===== config.mk =====
export PLATFORM = sky130hd
export DESIGN_NAME = axi_read_arbiter
export DESIGN_NICKNAME = d
export VERILOG_FILES = /design/src/rtl/axi_read_arbiter.sv
export SDC_FILE = /design/constraint.sdc
export NUM_CORES = 1
export LEC_CHECK = 0
export BUFFER_PORTS_ARGS = -buffer_cell sky130_fd_sc_hd__buf_2
export CAP_MARGIN = 10
export CORE_AREA = 3 3 98 100
export CTS_BUF_LIST = sky130_fd_sc_hd__clkbuf_8
export DETAILED_ROUTE_END_ITERATION = 10
export DIE_AREA = 0 0 101 103
export PLACE_DENSITY = 0.73
export SLEW_MARGIN = 20
export SYNTH_ARGS = -nofsm -noshare
export SYNTH_HDL_FRONTEND = slang
export SYNTH_HIERARCHICAL = 1
export SYNTH_SLANG_ARGS = --single-unit

===== constraint.sdc =====
create_clock -name clk -period 4.2 [get_ports clk]
set_input_delay 0.84 -clock clk [delete_from_list [all_inputs] [get_ports clk]]
set_output_delay 0.84 -clock clk [all_outputs]
set_load 0.03 [all_outputs]

===== src/rtl/axi_read_arbiter.sv =====
// axi_read_arbiter: shares one AXI read channel between the icache and dcache
// refill engines. One burst in flight at a time, round-robin between the two
// sides, R beats steered back to whichever side owns the burst. A private beat
// counter cross-checks rlast and flags disagreement on the sticky proto_err.

// Per-side return path: accept pulse and R beat forwarding for one requester.
module axi_read_arbiter_route (
    input  logic        sel,
    input  logic        ar_fire,
    input  logic        r_fire,
    input  logic [31:0] bus_rdata,
    input  logic        bus_rlast,
    input  logic [1:0]  bus_rresp,
    output logic        accept,
    output logic        rvalid,
    output logic [31:0] rdata,
    output logic        rlast,
    output logic        rerr
);
    assign accept = sel && ar_fire;
    assign rvalid = sel && r_fire;
    // Data is zeroed when not this side's beat so idle outputs read as zero.
    assign rdata  = rvalid ? bus_rdata : 32'h0;
    assign rlast  = rvalid && bus_rlast;
    assign rerr   = rvalid && (bus_rresp != 2'b00);
endmodule

module axi_read_arbiter #(
    parameter logic [3:0] IID = 4'd0,
    parameter logic [3:0] DID = 4'd1
) (
    input  logic        clk,
    input  logic        reset,
    // instruction side
    input  logic        i_req,
    input  logic [31:0] i_addr,
    input  logic [3:0]  i_len,
    input  logic [2:0]  i_size,
    input  logic        i_cached,
    output logic        i_accept,
    output logic        i_rvalid,
    output logic [31:0] i_rdata,
    output logic        i_rlast,
    output logic        i_rerr,
    // data side
    input  logic        d_req,
    input  logic [31:0] d_addr,
    input  logic [3:0]  d_len,
    input  logic [2:0]  d_size,
    input  logic        d_cached,
    output logic        d_accept,
    output logic        d_rvalid,
    output logic [31:0] d_rdata,
    output logic        d_rlast,
    output logic        d_rerr,
    // AXI AR
    output logic [3:0]  arid,
    output logic [31:0] araddr,
    output logic [3:0]  arlen,
    output logic [2:0]  arsize,
    output logic [1:0]  arburst,
    output logic [1:0]  arlock,
    output logic [3:0]  arcache,
    output logic [2:0]  arprot,
    output logic        arvalid,
    input  logic        arready,
    // AXI R
    input  logic [3:0]  rid,
    input  logic [31:0] rdata,
    input  logic [1:0]  rresp,
    input  logic        rlast,
    input  logic        rvalid,
    output logic        rready,
    output logic        proto_err
);

    typedef enum logic [1:0] {IDLE, ADDR, DATA} state_t;

    typedef struct packed {
        logic [31:0] addr;
        logic [3:0]  len;
        logic [2:0]  size;
        logic        cached;
    } rd_req_t;

    localparam logic SIDE_I = 1'b0;
    localparam logic SIDE_D = 1'b1;

    state_t  state;
    logic    owner;       // side holding the current burst
    logic    last_grant;  // side that most recently completed an AR handshake
    logic [3:0] beat_cnt; // beats remaining after the current one

    rd_req_t i_bus, d_bus, win;
    logic    grant_d;
    logic    ar_fire, r_fire;

    assign i_bus = {i_addr, i_len, i_size, i_cached};
    assign d_bus = {d_addr, d_len, d_size, d_cached};

    // Round-robin pick: on a tie the side not granted last wins.
    always_comb begin
        grant_d = 1'b0;
        if (i_req && d_req)
            grant_d = (last_grant == SIDE_I);
        else
            grant_d = d_req;
    end

    assign win = grant_d ? d_bus : i_bus;

    assign arburst = 2'b01;
    assign arlock  = 2'b00;
    assign arprot  = 3'b000;

    assign ar_fire = (state == ADDR) && arvalid && arready;
    assign r_fire  = (state == DATA) && rready && rvalid;

    // Arbitration / channel FSM; all AR and R control outputs are registered.
    always_ff @(posedge clk) begin
        if (reset) begin
            state      <= IDLE;
            owner      <= SIDE_I;
            last_grant <= SIDE_D;
            beat_cnt   <= 4'd0;
            arid       <= 4'd0;
            araddr     <= 32'h0;
            arlen      <= 4'd0;
            arsize     <= 3'd0;
            arcache    <= 4'd0;
            arvalid    <= 1'b0;
            rready     <= 1'b0;
            proto_err  <= 1'b0;
        end else begin
            case (state)
                IDLE: begin
                    if (i_req || d_req) begin
                        owner    <= grant_d;
                        arid     <= grant_d ? DID : IID;
                        araddr   <= win.addr;
                        arlen    <= win.len;
                        arsize   <= win.size;
                        arcache  <= win.cached ? 4'b1111 : 4'b0000;
                        beat_cnt <= win.len;
                        arvalid  <= 1'b1;
                        state    <= ADDR;
                    end
                end
                ADDR: begin
                    if (arvalid && arready) begin
                        arvalid    <= 1'b0;
                        rready     <= 1'b1;
                        last_grant <= owner;
                        state      <= DATA;
                    end
                end
                DATA: begin
                    if (rready && rvalid) begin
                        if (rid != arid)
                            proto_err <= 1'b1;
                        if (rlast) begin
                            // Early rlast: still close the burst, just flag it.
                            if (beat_cnt != 4'd0)
                                proto_err <= 1'b1;
                            rready <= 1'b0;
                            state  <= IDLE;
                        end else if (beat_cnt == 4'd0) begin
                            // Overrun: keep draining until the slave sends rlast.
                            proto_err <= 1'b1;
                        end else begin
                            beat_cnt <= beat_cnt - 4'd1;
                        end
                    end
                end
                default: begin
                    state   <= IDLE;
                    arvalid <= 1'b0;
                    rready  <= 1'b0;
                end
            endcase
        end
    end

    // Return paths, index 0 = instruction side, 1 = data side.
    logic [1:0]       own_sel;
    logic [1:0]       side_accept, side_rvalid, side_rlast, side_rerr;
    logic [1:0][31:0] side_rdata;

    assign own_sel = {owner == SIDE_D, owner == SIDE_I};

    for (genvar g = 0; g < 2; g++) begin : g_route
        axi_read_arbiter_route u_route (
            .sel      (own_sel[g]),
            .ar_fire  (ar_fire),
            .r_fire   (r_fire),
            .bus_rdata(rdata),
            .bus_rlast(rlast),
            .bus_rresp(rresp),
            .accept   (side_accept[g]),
            .rvalid   (side_rvalid[g]),
            .rdata    (side_rdata[g]),
            .rlast    (side_rlast[g]),
            .rerr     (side_rerr[g])
        );
    end

    assign i_accept = side_accept[0];
    assign i_rvalid = side_rvalid[0];
    assign i_rdata  = side_rdata[0];
    assign i_rlast  = side_rlast[0];
    assign i_rerr   = side_rerr[0];

    assign d_accept = side_accept[1];
    assign d_rvalid = side_rvalid[1];
    assign d_rdata  = side_rdata[1];
    assign d_rlast  = side_rlast[1];
    assign d_rerr   = side_rerr[1];

endmodule


==> impl_metrics.yaml, run 1 <==
drt:
  wire_per_inst_um: 14.2
  via_count: 3322
  detail_route.first_pass.iterations: 4
  overall_routed_net_length_um: 9650
  post-route-drc-count: 0
  drt_iter0_markers: 115
  vias_per_cell: 4.89
  ant_nets: 0
place:
  port_buffers: 243
  dp_worst_setup_slack_ps: 1310
  dp_hpwl_um: 7700
  dpl-instance-area_um2: 4240
  routability_congestion_estimate: 0.797
die:
  die_height_um: 103
  effective_utilization_at_floorplan: 0.357
  num_rows: 34
  floorplan.die_area_um2: 10400
  core-area_um2: 8760
  fp.dieW_um: 101
  pin_count: 254
sta:
  setup_tns_ps: 0
  worstMarginPinSlew_ps: 1050
  layout_setup_ws_ps: 939
  finClkSkew_ps: 8.04
  final-max-slew-violation-count: 0
  layout_min_cycle_time_ps: 3260
  fin_worst_hold_slack_ps: 447
  timing.final.hold_violations: 0
  final.period_utilization: 0.776
  max_slew_headroom: 0.298
  final_setup_violations: 0
  unrepaired_setup_endpoints_after_global_routing: "false"
  max_freq_mhz: 307
synthesis:
  ys_top_cells_by_area: "sky130_fd_sc_hd__dfxtp_1 (33%), sky130_fd_sc_hd__mux2i_1 (12%), sky130_fd_sc_hd__and3_1 (11%), sky130_fd_sc_hd__a211oi_1 (7.7%), sky130_fd_sc_hd__nor2_1 (5.5%)"
  synth-adder-area-share: 0.00400
  most_common_cell_in_the_netlist: "sky130_fd_sc_hd__and3_1"
  synthesis.area_per_instance_um2: 8.83
  synthXorXnorAreaFrac: 0.00560
  synth-warning-count: 6
  seq_area_frac_synth: 0.327
  synth_largest_type_area_fraction: 0.327
  synth-compound-area-share: 0.181
  synthMuxAreaShare: 0.125
  mappedNetlistArea_um2: 3130
  synthCells: 354
  synth_seq_cells: 51
  synth_common_cells: "sky130_fd_sc_hd__and3_1 (56), sky130_fd_sc_hd__dfxtp_1 (51), sky130_fd_sc_hd__nor2_1 (46), sky130_fd_sc_hd__mux2i_1 (38), sky130_fd_sc_hd__a211oi_1 (32)"
  post-synth-top-area-cell: "sky130_fd_sc_hd__dfxtp_1"
  synth_enable_flop_cells: 0
  synth_top_family_by_area: "simple AND/OR/NAND/NOR gates"
  yosys_most_used_dff: "sky130_fd_sc_hd__dfxtp_1"
  synth_simple_gate_area_share: 0.248
  library_cells_used_by_synthesis: 43
  synth-async-reset-ratio: 0
status:
  run_status: "finished clean"
cts:
  post_cts_resized: 0
  ctsLongestPathBuffers: 2
  numClockSinks: 51
  cts_tree: "done"
  cts_htree_levels: 2
  post_cts_repair_timing_setup_buffer_count: 0
  cts.hold.buffers_added: 0
  cts.clk_slew.worst_paths_ps: 100
  num_cts_buffers: 5
  ctsRootBufferMaster: "sky130_fd_sc_hd__clkbuf_8"
  worst_skew_pair.late_latency_ps: 310
cells_and_area:
  fin_nets: 697
  drive_above_1_share: 0.507
  diodes: 0
  stdcell_area_um2: 4380
  flow.area_growth_from_synthesis_pct: 40.2
  layout.core_utilization: 0.500
critical_path:
  required_ps: 3360
  setup.worst_path.end_class: "output port"
  critPathLaunchType: "register"
  crit_type: "register to output port"
  arrival_time_at_the_worst_endpoint_ps: 2420
  regToRegSetupSlack_ps: 1990
  cp_max_fanout: 35
power:
  cellLeakagePower_nw: 2.54
  max_vdd_drop_mv: 0.268
  power.density_cell_area_nw_per_um2: 318
global_route:
  grt_use_total: 0.165
  grt_pass1_wl_um: 13800
  grt_overflow: 0
  grt_antenna_before_repair: 0
  pin_count_of_the_biggest_net_entering_global_routing: 79
  first_global_vias: 2830
flow_run:
  cap_violations: 0
hold_path:
  hold_path.class: "register to register"
==> path summary, 6_finish.rpt <==
check                                from     endpoint  depth (start not counted)
worst max-delay path             state[1]  i_rdata[29]                          5
worst min-delay path            proto_err    proto_err                          2
worst max register to register   state[1]  beat_cnt[2]                          4
worst min register to register  proto_err    proto_err                          2
==> sequential cells by signal (all words and copies together) (netlist names) <==
signal / cells
araddr: 32
arlen: 4
beat_cnt: 4
arsize: 3
state: 2
arcache: 1
arvalid: 1
last_grant: 1
owner: 1
proto_err: 1
rready: 1
==> cells in the final DEF, fill, tap and decap left out, types with 4 or more instances in the layout <==
cell,Yosys,final
sky130_fd_sc_hd__a211oi_1,32,32
sky130_fd_sc_hd__a211oi_2,10,10
sky130_fd_sc_hd__a21oi_1,6,6
sky130_fd_sc_hd__and2_2,4,4
sky130_fd_sc_hd__and3_1,56,56
sky130_fd_sc_hd__and3_2,12,12
sky130_fd_sc_hd__buf_2,16,243
sky130_fd_sc_hd__buf_4,16,6
sky130_fd_sc_hd__clkbuf_8,0,5
sky130_fd_sc_hd__conb_1,2,10
sky130_fd_sc_hd__dfxtp_1,51,51
sky130_fd_sc_hd__inv_1,5,5
sky130_fd_sc_hd__mux2i_1,38,38
sky130_fd_sc_hd__nor2_1,46,46
sky130_fd_sc_hd__nor2b_1,4,4
sky130_fd_sc_hd__nor3_1,5,5
==> worst max-delay path: stages, from the launching register on <==
cell,delay (ps)
sky130_fd_sc_hd__dfxtp_1,560
sky130_fd_sc_hd__nor2b_1,630
sky130_fd_sc_hd__and3_1,270
sky130_fd_sc_hd__buf_4,270
sky130_fd_sc_hd__and3_1,200
sky130_fd_sc_hd__buf_2,190
==> area by class of cell <==
cell class	instances	area, um2
clock buffer	5	68.8
tap	108	135
sequential	51	1020
clock inverter	3	71.3
timing repair buffer	249	1260
multi-input combinational	259	1810
fill	830	4380
inverter	5	18.8
==> report_power, final <==
group / total (W) / internal (W) / switching, W
Sequential: 0.000564 / 0.000534 / 0.0000302
Combinational: 0.000412 / 0.000149 / 0.000263
Clock: 0.000417 / 0.000242 / 0.000175
==> kinds of logic (layout without fill, tap and decap cells) <==
group | after synthesis | count (layout)
adders and majority gates | 1 | 1
muxes | 39 | 39
buffers and inverters | 52 | 262
DFF | 51 | 51
and+or+nand+nor | 140 | 140
other | 2 | 10
AOI/OAI and AO/OA | 67 | 67
xor gates and xnor gates | 2 | 2
==> per-stage QoR <==
stage,instances,total power (W)
floorplan,362,0.000866
CTS,680,0.00141
global route,680,0.00147
global placement,672,0.000981
detailed placement,672,0.000992
finish,680,0.00139
==> metal layers <==
metal,track usage,up-vias,share of wire
li1,-,1696,-
met1,0.173,1460,0.36
met2,0.330,156,0.54
met3,0.0304,10,0.085
met4,0.0542,0,0.015
met5,0,-,0
Note: power is estimated with default switching activity, not from simulation.
==> run 2, diff against run 1 <==
Clock period 4.2 ns to 3.18 ns, I/O delays scaled along.
==> run 2 against run 1 <==
Global-route usage increased by 0.20 points. Clock skew decreased by 0.64 ps. Power rose by 20%. Die area did not move. Flip-flop and latch count did not move. Sequential share of layout area increased by 0.053 points. Critical path type unchanged. Critical endpoint is now i_rdata[3]. Largest power group unchanged. Highest routed layer unchanged.
==> impl_metrics.yaml, run 2 (synthesis gave the netlist of run 1 again) <==
die:
  fp.dieW_um: 101
  pin_count: 254
  floorplan.die_area_um2: 10400
  effective_utilization_at_floorplan: 0.357
  num_rows: 34
  die_height_um: 103
  core-area_um2: 8760
critical_path:
  setup.worst_path.end_class: "output port"
  critPathLaunchType: "register"
  required_ps: 2540
  worstPathCellList: "nor2b_1 > and3_1 > buf_4 > and3_2 > buf_2"
  worst_path_max_delay_cell: "sky130_fd_sc_hd__dfxtp_1"
  crit_type: "register to output port"
  arrival_time_at_the_worst_endpoint_ps: 1980
  crit_buf_inv: 2
  crit_path_max_incr_delay_ps: 540
  critical_path.top_delay_family: "simple AND/OR/NAND/NOR gates"
  cp_max_fanout: 45
drt:
  overall_routed_net_length_um: 9570
  vias_per_cell: 4.86
  drt_iter0_markers: 87
  wire_per_inst_um: 14.0
  detail_route.first_pass.iterations: 4
  post-route-drc-count: 0
  ant_nets: 0
  via_count: 3316
cells_and_area:
  stdcell_count: 683
  commonest_cells_after_routing_fill_and_taps_aside: "sky130_fd_sc_hd__buf_2 (243), sky130_fd_sc_hd__and3_1 (56), sky130_fd_sc_hd__dfxtp_1 (51)"
  stdcell_area_um2: 4370
  fin_nets: 700
  largest_register_ff_count: 32
  diodes: 0
  drive_above_1_share: 0.508
  regs_by_ff_count: "araddr (32), arlen (4), beat_cnt (4)"
  register_with_the_most_flip_flops: "araddr"
  flow.area_growth_from_synthesis_pct: 39.9
  layout_commonest_cell: "sky130_fd_sc_hd__buf_2"
global_route:
  grt_pass1_wl_um: 14000
  gr-usage-met1: 0.173
  first_global_vias: 2969
  grt_use_total: 0.167
  grt_antenna_before_repair: 0
  gr-usage-met2: 0.341
  grt_most_used_layer: "met2"
  pin_count_of_the_biggest_net_entering_global_routing: 46
  grt_overflow: 0
  use_met3: 0.0372
place:
  dpl-instance-area_um2: 4280
  port_buffers: 243
  routability_congestion_estimate: 0.721
  dp_hpwl_um: 7800
  post-place-cells: 675
power:
  cellLeakagePower_nw: 2.54
  power.density_cell_area_nw_per_um2: 382
  power.net_switching_w: 0.000591
  clock_power_share: 0.227
  internal-power_w: 0.00108
  seqPwrFrac: 0.446
  share_comb_of_total_power: 0.327
  switching_share: 0.353
  max_vdd_drop_mv: 0.250
cts:
  cts_tree: "done"
  worst_skew_pair.late_latency_ps: 290
  cts_htree_levels: 2
  cts.clk_slew.worst_paths_ps: 90
  post_cts_repair_timing_setup_buffer_count: 0
  cts.hold.buffers_added: 0
  ctsRootBufferMaster: "sky130_fd_sc_hd__clkbuf_8"
  numClockSinks: 51
  ctsLongestPathBuffers: 2
  post_cts_resized: 0
  num_cts_buffers: 5
status:
  run_status: "finished clean"
sta:
  timing.final.hold_violations: 0
  final-max-slew-violation-count: 0
  final_setup_violations: 0
  unrepaired_setup_endpoints_after_global_routing: "false"
  finClkSkew_ps: 7.39
  max_freq_mhz: 383
  final.period_utilization: 0.822
  max_slew_headroom: 0.442
  setup_tns_ps: 0
  worstMarginPinSlew_ps: 836
  layout_min_cycle_time_ps: 2610
flow_run:
  cap_violations: 0
hold_path:
  hold_path.class: "register to register"
run 2: final cells by class:
type	instances	area [um2]
fillers	863	4390
multi-input cells	259	1810
repair buffers	252	1300
flip-flops and latches	51	1020
well taps	108	135
clock buffers	6	82.6
inverters	5	18.8
clock inverters	2	12.5
run 2: final timing paths:
check | from | endpoint | slack [ps] | cells past startpoint
max | state[1] | i_rdata[3] | 570 | 5
min | proto_err | proto_err | 450 | 2
max reg2reg | beat_cnt[0] | beat_cnt[0] | 1380 | 6
min reg2reg | proto_err | proto_err | 450 | 2
run 2: metrics by stage:
stage / power [W] / utilization / setup WS [ps] / hold WS, ps
after global routing: 0.00177 / 0.499 / 396 / 483
after floorplan: 0.00114 / - / 849 / 487
after CTS: 0.00169 / 0.499 / 554 / 458
after detailed placement: 0.00131 / 0.488 / 888 / 443
after global placement: 0.00130 / 0.488 / 944 / 436
final: 0.00167 / 0.499 / 566 / 451
run 2: worst register-to-register path, delay by kind of cell (launching register included):
| family | cells | cell delay [ps] |
|---|---|---|
| compound gates | 2 | 700 |
| fa+ha+maj | 1 | 230 |
| buf+inv | 1 | 90 |
| flops | 1 | 370 |
| simple gates | 2 | 330 |
run 2: routing by layer:
layer	vias up	share of wire
li1	1695	-
met1	1459	0.35
met2	156	0.54
met3	6	0.098
met4	0	0.0088
met5	-	0
run 2: power groups by stage:
stage          sequential, W  combinational (W)  clock, W
2_1_floorplan       0.000871           0.000273         0
3_3_place_gp        0.000756           0.000541         0
3_5_place_dp        0.000759           0.000553         0
4_1_cts             0.000746           0.000553  0.000396
5_1_grt             0.000756           0.000598  0.000420
6_report            0.000746           0.000546  0.000380
==> run 3, diff against run 2 <==
Settings changed: ABC_AREA set to 1, CORE_AREA 3 3 98 100 to not set, CORE_MARGIN set to 3, CORE_UTILIZATION set to 37, DIE_AREA 0 0 101 103 to not set, PLACE_DENSITY 0.73 to 0.79.
Clock period 3.18 ns to 2.2 ns, I/O delays scaled along.
==> run 3 against run 2 <==
First-iteration DRC count rose by 60%. Worst setup slack got worse by 440 ps. Power rose by 54%. Flip-flop and latch count did not move. Count of clock-buffer cells in the layout fell by 1. Critical path depth rose by 1. Clock power rose by 66%. Critical path type unchanged. Critical endpoint is now i_rdata[30]. Largest cell class unchanged. Highest routed layer unchanged.
==> impl_metrics.yaml, run 3 <==
critical_path:
  worstSetupStartpoint: "state[0]"
  worst_path_max_delay_cell: "sky130_fd_sc_hd__dfxtp_1"
  critPathLaunchType: "register"
  required_ps: 1760
  cp_max_fanout: 35
  crit_path_max_incr_delay_ps: 370
  setup.worst_path.end_class: "output port"
  rr_worst_depth: 5
  crit_type: "register to output port"
  reg2reg_from: "state[0]"
  arrival_time_at_the_worst_endpoint_ps: 1640
  worstPathCellList: "inv_1 > nand4_1 > inv_2 > nand2_8 > nor2_1 > buf_2"
cells_and_area:
  layout.core_utilization: 0.530
  register_with_the_most_flip_flops: "araddr"
  layout_commonest_cell: "sky130_fd_sc_hd__buf_2"
  stdcell_count: 816
  layout_fillers: 843
  drive_above_1_share: 0.410
  fin_nets: 836
  seq_area_um2: 1020
  largest_register_ff_count: 32
  total_area_of_multi_input_combinational_cells_um2: 1590
  flow.area_growth_from_synthesis_pct: 36.8
  commonest_cells_after_routing_fill_and_taps_aside: "sky130_fd_sc_hd__buf_2 (243), sky130_fd_sc_hd__nand2_1 (109), sky130_fd_sc_hd__inv_1 (86)"
  regs_by_ff_count: "araddr (32), arlen (4), beat_cnt (4)"
synthesis:
  synth-adder-area-share: 0.00386
  most_common_cell_in_the_netlist: "sky130_fd_sc_hd__nand2_1"
  synth-compound-area-share: 0.200
  synth-warning-count: 6
  ys_top_cells_by_area: "sky130_fd_sc_hd__dfxtp_1 (31%), sky130_fd_sc_hd__nand2_1 (13%), sky130_fd_sc_hd__inv_1 (9.9%), sky130_fd_sc_hd__nor2_1 (8.4%), sky130_fd_sc_hd__a31oi_2 (7.7%)"
  synth_top_family_by_area: "simple AND/OR/NAND/NOR gates"
  synth_simple_gate_area_share: 0.264
  synthCells: 489
  synth_common_cells: "sky130_fd_sc_hd__nand2_1 (109), sky130_fd_sc_hd__inv_1 (86), sky130_fd_sc_hd__nor2_1 (73), sky130_fd_sc_hd__dfxtp_1 (51), sky130_fd_sc_hd__o21ai_0 (22)"
  synthXorXnorAreaFrac: 0.00540
  synth_enable_flop_cells: 0
  post-synth-top-area-cell: "sky130_fd_sc_hd__dfxtp_1"
  mappedNetlistArea_um2: 3250
  synth_largest_type_area_fraction: 0.315
  synthesis.area_per_instance_um2: 6.64
  library_cells_used_by_synthesis: 31
  synthMuxAreaShare: 0
  synth_seq_cells: 51
  yosys_most_used_dff: "sky130_fd_sc_hd__dfxtp_1"
  seq_area_frac_synth: 0.315
  synth-async-reset-ratio: 0
drt:
  post-route-drc-count: 0
  detail_route.first_pass.iterations: 4
  vias_per_cell: 4.67
  overall_routed_net_length_um: 10500
  wire_per_inst_um: 12.8
  via_count: 3812
  drt_iter0_markers: 139
  ant_nets: 0
global_route:
  grt_pass1_wl_um: 16300
  pin_count_of_the_biggest_net_entering_global_routing: 79
  grt_antenna_before_repair: 1
  grt_overflow: 0
  first_global_vias: 3564
  grt_use_total: 0.199
die:
  pin_count: 254
  core-area_um2: 8380
  fp.dieW_um: 99.7
  die_height_um: 99.7
  num_rows: 33
  effective_utilization_at_floorplan: 0.387
  floorplan.die_area_um2: 9930
power:
  max_vdd_drop_mv: 0.367
  internal-power_w: 0.00164
  power.net_switching_w: 0.000933
  power.density_cell_area_nw_per_um2: 579
  share_comb_of_total_power: 0.331
  seqPwrFrac: 0.424
  design_power_total_w: 0.00257
  switching_share: 0.363
  clock_power_share: 0.246
  cellLeakagePower_nw: 2.71
sta:
  finClkSkew_ps: 3.84
  final.period_utilization: 0.945
  max_freq_mhz: 481
  final_setup_violations: 0
  worstMarginPinSlew_ps: 574
  fin_worst_hold_slack_ps: 392
  timing.final.hold_violations: 0
  layout_min_cycle_time_ps: 2080
  max_slew_headroom: 0.617
  final-max-slew-violation-count: 0
place:
  dp_hpwl_um: 8410
  port_buffers: 243
  routability_congestion_estimate: 0.906
  post-place-cells: 808
cts:
  ctsRootBufferMaster: "sky130_fd_sc_hd__clkbuf_8"
  ctsLongestPathBuffers: 2
  num_cts_buffers: 5
  cts_htree_levels: 2
  numClockSinks: 51
  cts_tree: "done"
  worst_skew_pair.late_latency_ps: 300
  cts.clk_slew.worst_paths_ps: 90
hold_path:
  hold_path.class: "input port to register"
  hp_start: "d_addr[4]"
  holdPathStages: 3
flow_run:
  cap_violations: 0
status:
  run_status: "finished clean"
run 3: cell types whose count changed after synthesis, moves of 10 or more:
| cell | before | now |
|---|---|---|
| sky130_fd_sc_hd__nand2_1 | 3 | 109 |
| sky130_fd_sc_hd__nor2_1 | 46 | 73 |
| sky130_fd_sc_hd__a31oi_1 | 0 | 18 |
| sky130_fd_sc_hd__o21ai_0 | 3 | 22 |
| sky130_fd_sc_hd__and3_1 | 56 | 0 |
| sky130_fd_sc_hd__a31oi_2 | 0 | 20 |
| sky130_fd_sc_hd__o21ai_1 | 0 | 20 |
| sky130_fd_sc_hd__mux2i_1 | 38 | 0 |
| sky130_fd_sc_hd__a211oi_1 | 32 | 0 |
| sky130_fd_sc_hd__a211oi_2 | 10 | 0 |
| sky130_fd_sc_hd__buf_2 | 16 | 6 |
| sky130_fd_sc_hd__and3_2 | 12 | 0 |
| sky130_fd_sc_hd__inv_1 | 5 | 86 |
run 3: critical path: cells and delay by family (launching register included):
family	cells	cell delay (ps)
buffers and inverters	3	510
flip-flops	1	370
AND/OR/NAND/NOR	3	450
run 3: repair_timing:
action / in CTS / in global routing
hold buffers: 0 / 0
endpoints found under the setup margin: 0 / 68
gates resized for setup: 0 / 4
setup buffers: 0 / 0
run 3: worst paths after layout:
path	to	slack [ps]
setup / recovery	i_rdata[30]	120
hold / removal	araddr[4]	390
setup reg to reg	araddr[0]	620
hold reg to reg	proto_err	460
run 3: metal layers:
| layer | vias to the layer above | track usage | wire length, um |
|---|---|---|---|
| met3 | 25 | 0.0666 | 1060 |
| met5 | - | 0 | 0 |
| li1 | 1924 | - | - |
| met1 | 1683 | 0.199 | 3750 |
| met4 | 0 | 0.0924 | 340 |
| met2 | 180 | 0.369 | 5310 |
run 3: per-stage QoR:
step | TNS [ps] | setup WS (ps) | cell area, um2
2_1_floorplan | 0 | 268 | 3280
3_3_place_gp | 0 | 350 | 4320
3_5_place_dp | 0 | 283 | 4320
4_1_cts | 0 | 35.0 | 4420
5_1_grt | -1.40 | -1.40 | 4440
6_report | 0 | 122 | 4440
run 3: area by class of cell:
cell class                      count  area share
Clock inverter                      2     0.00761
Timing Repair Buffer              247       0.281
Multi-Input combinational cell    315       0.359
Inverter                           90      0.0772
Antenna cell                        1    0.000564
Tap cell                          105      0.0296
Sequential cell                    51       0.230
Clock buffer                        5      0.0155
run 3: kinds of logic after synthesis:
logic type | after synthesis
AND/OR/NAND/NOR | 208
XOR/XNOR | 2
AO/OA/AOI/OAI | 94
adder cells (fa/ha/maj) | 1
buffers and inverters | 131
flip-flops | 51
other | 2
run 3: power by group through the flow:
| stage | sequential, W | combinational (W) | clock, W |
|---|---|---|---|
| detailed placement | 0.00111 | 0.000858 | 0 |
| global route | 0.00110 | 0.000931 | 0.000686 |
| finish | 0.00109 | 0.000851 | 0.000632 |
| floorplan | 0.00129 | 0.000447 | 0 |
| CTS | 0.00109 | 0.000861 | 0.000650 |
| global placement | 0.00110 | 0.000843 | 0 |
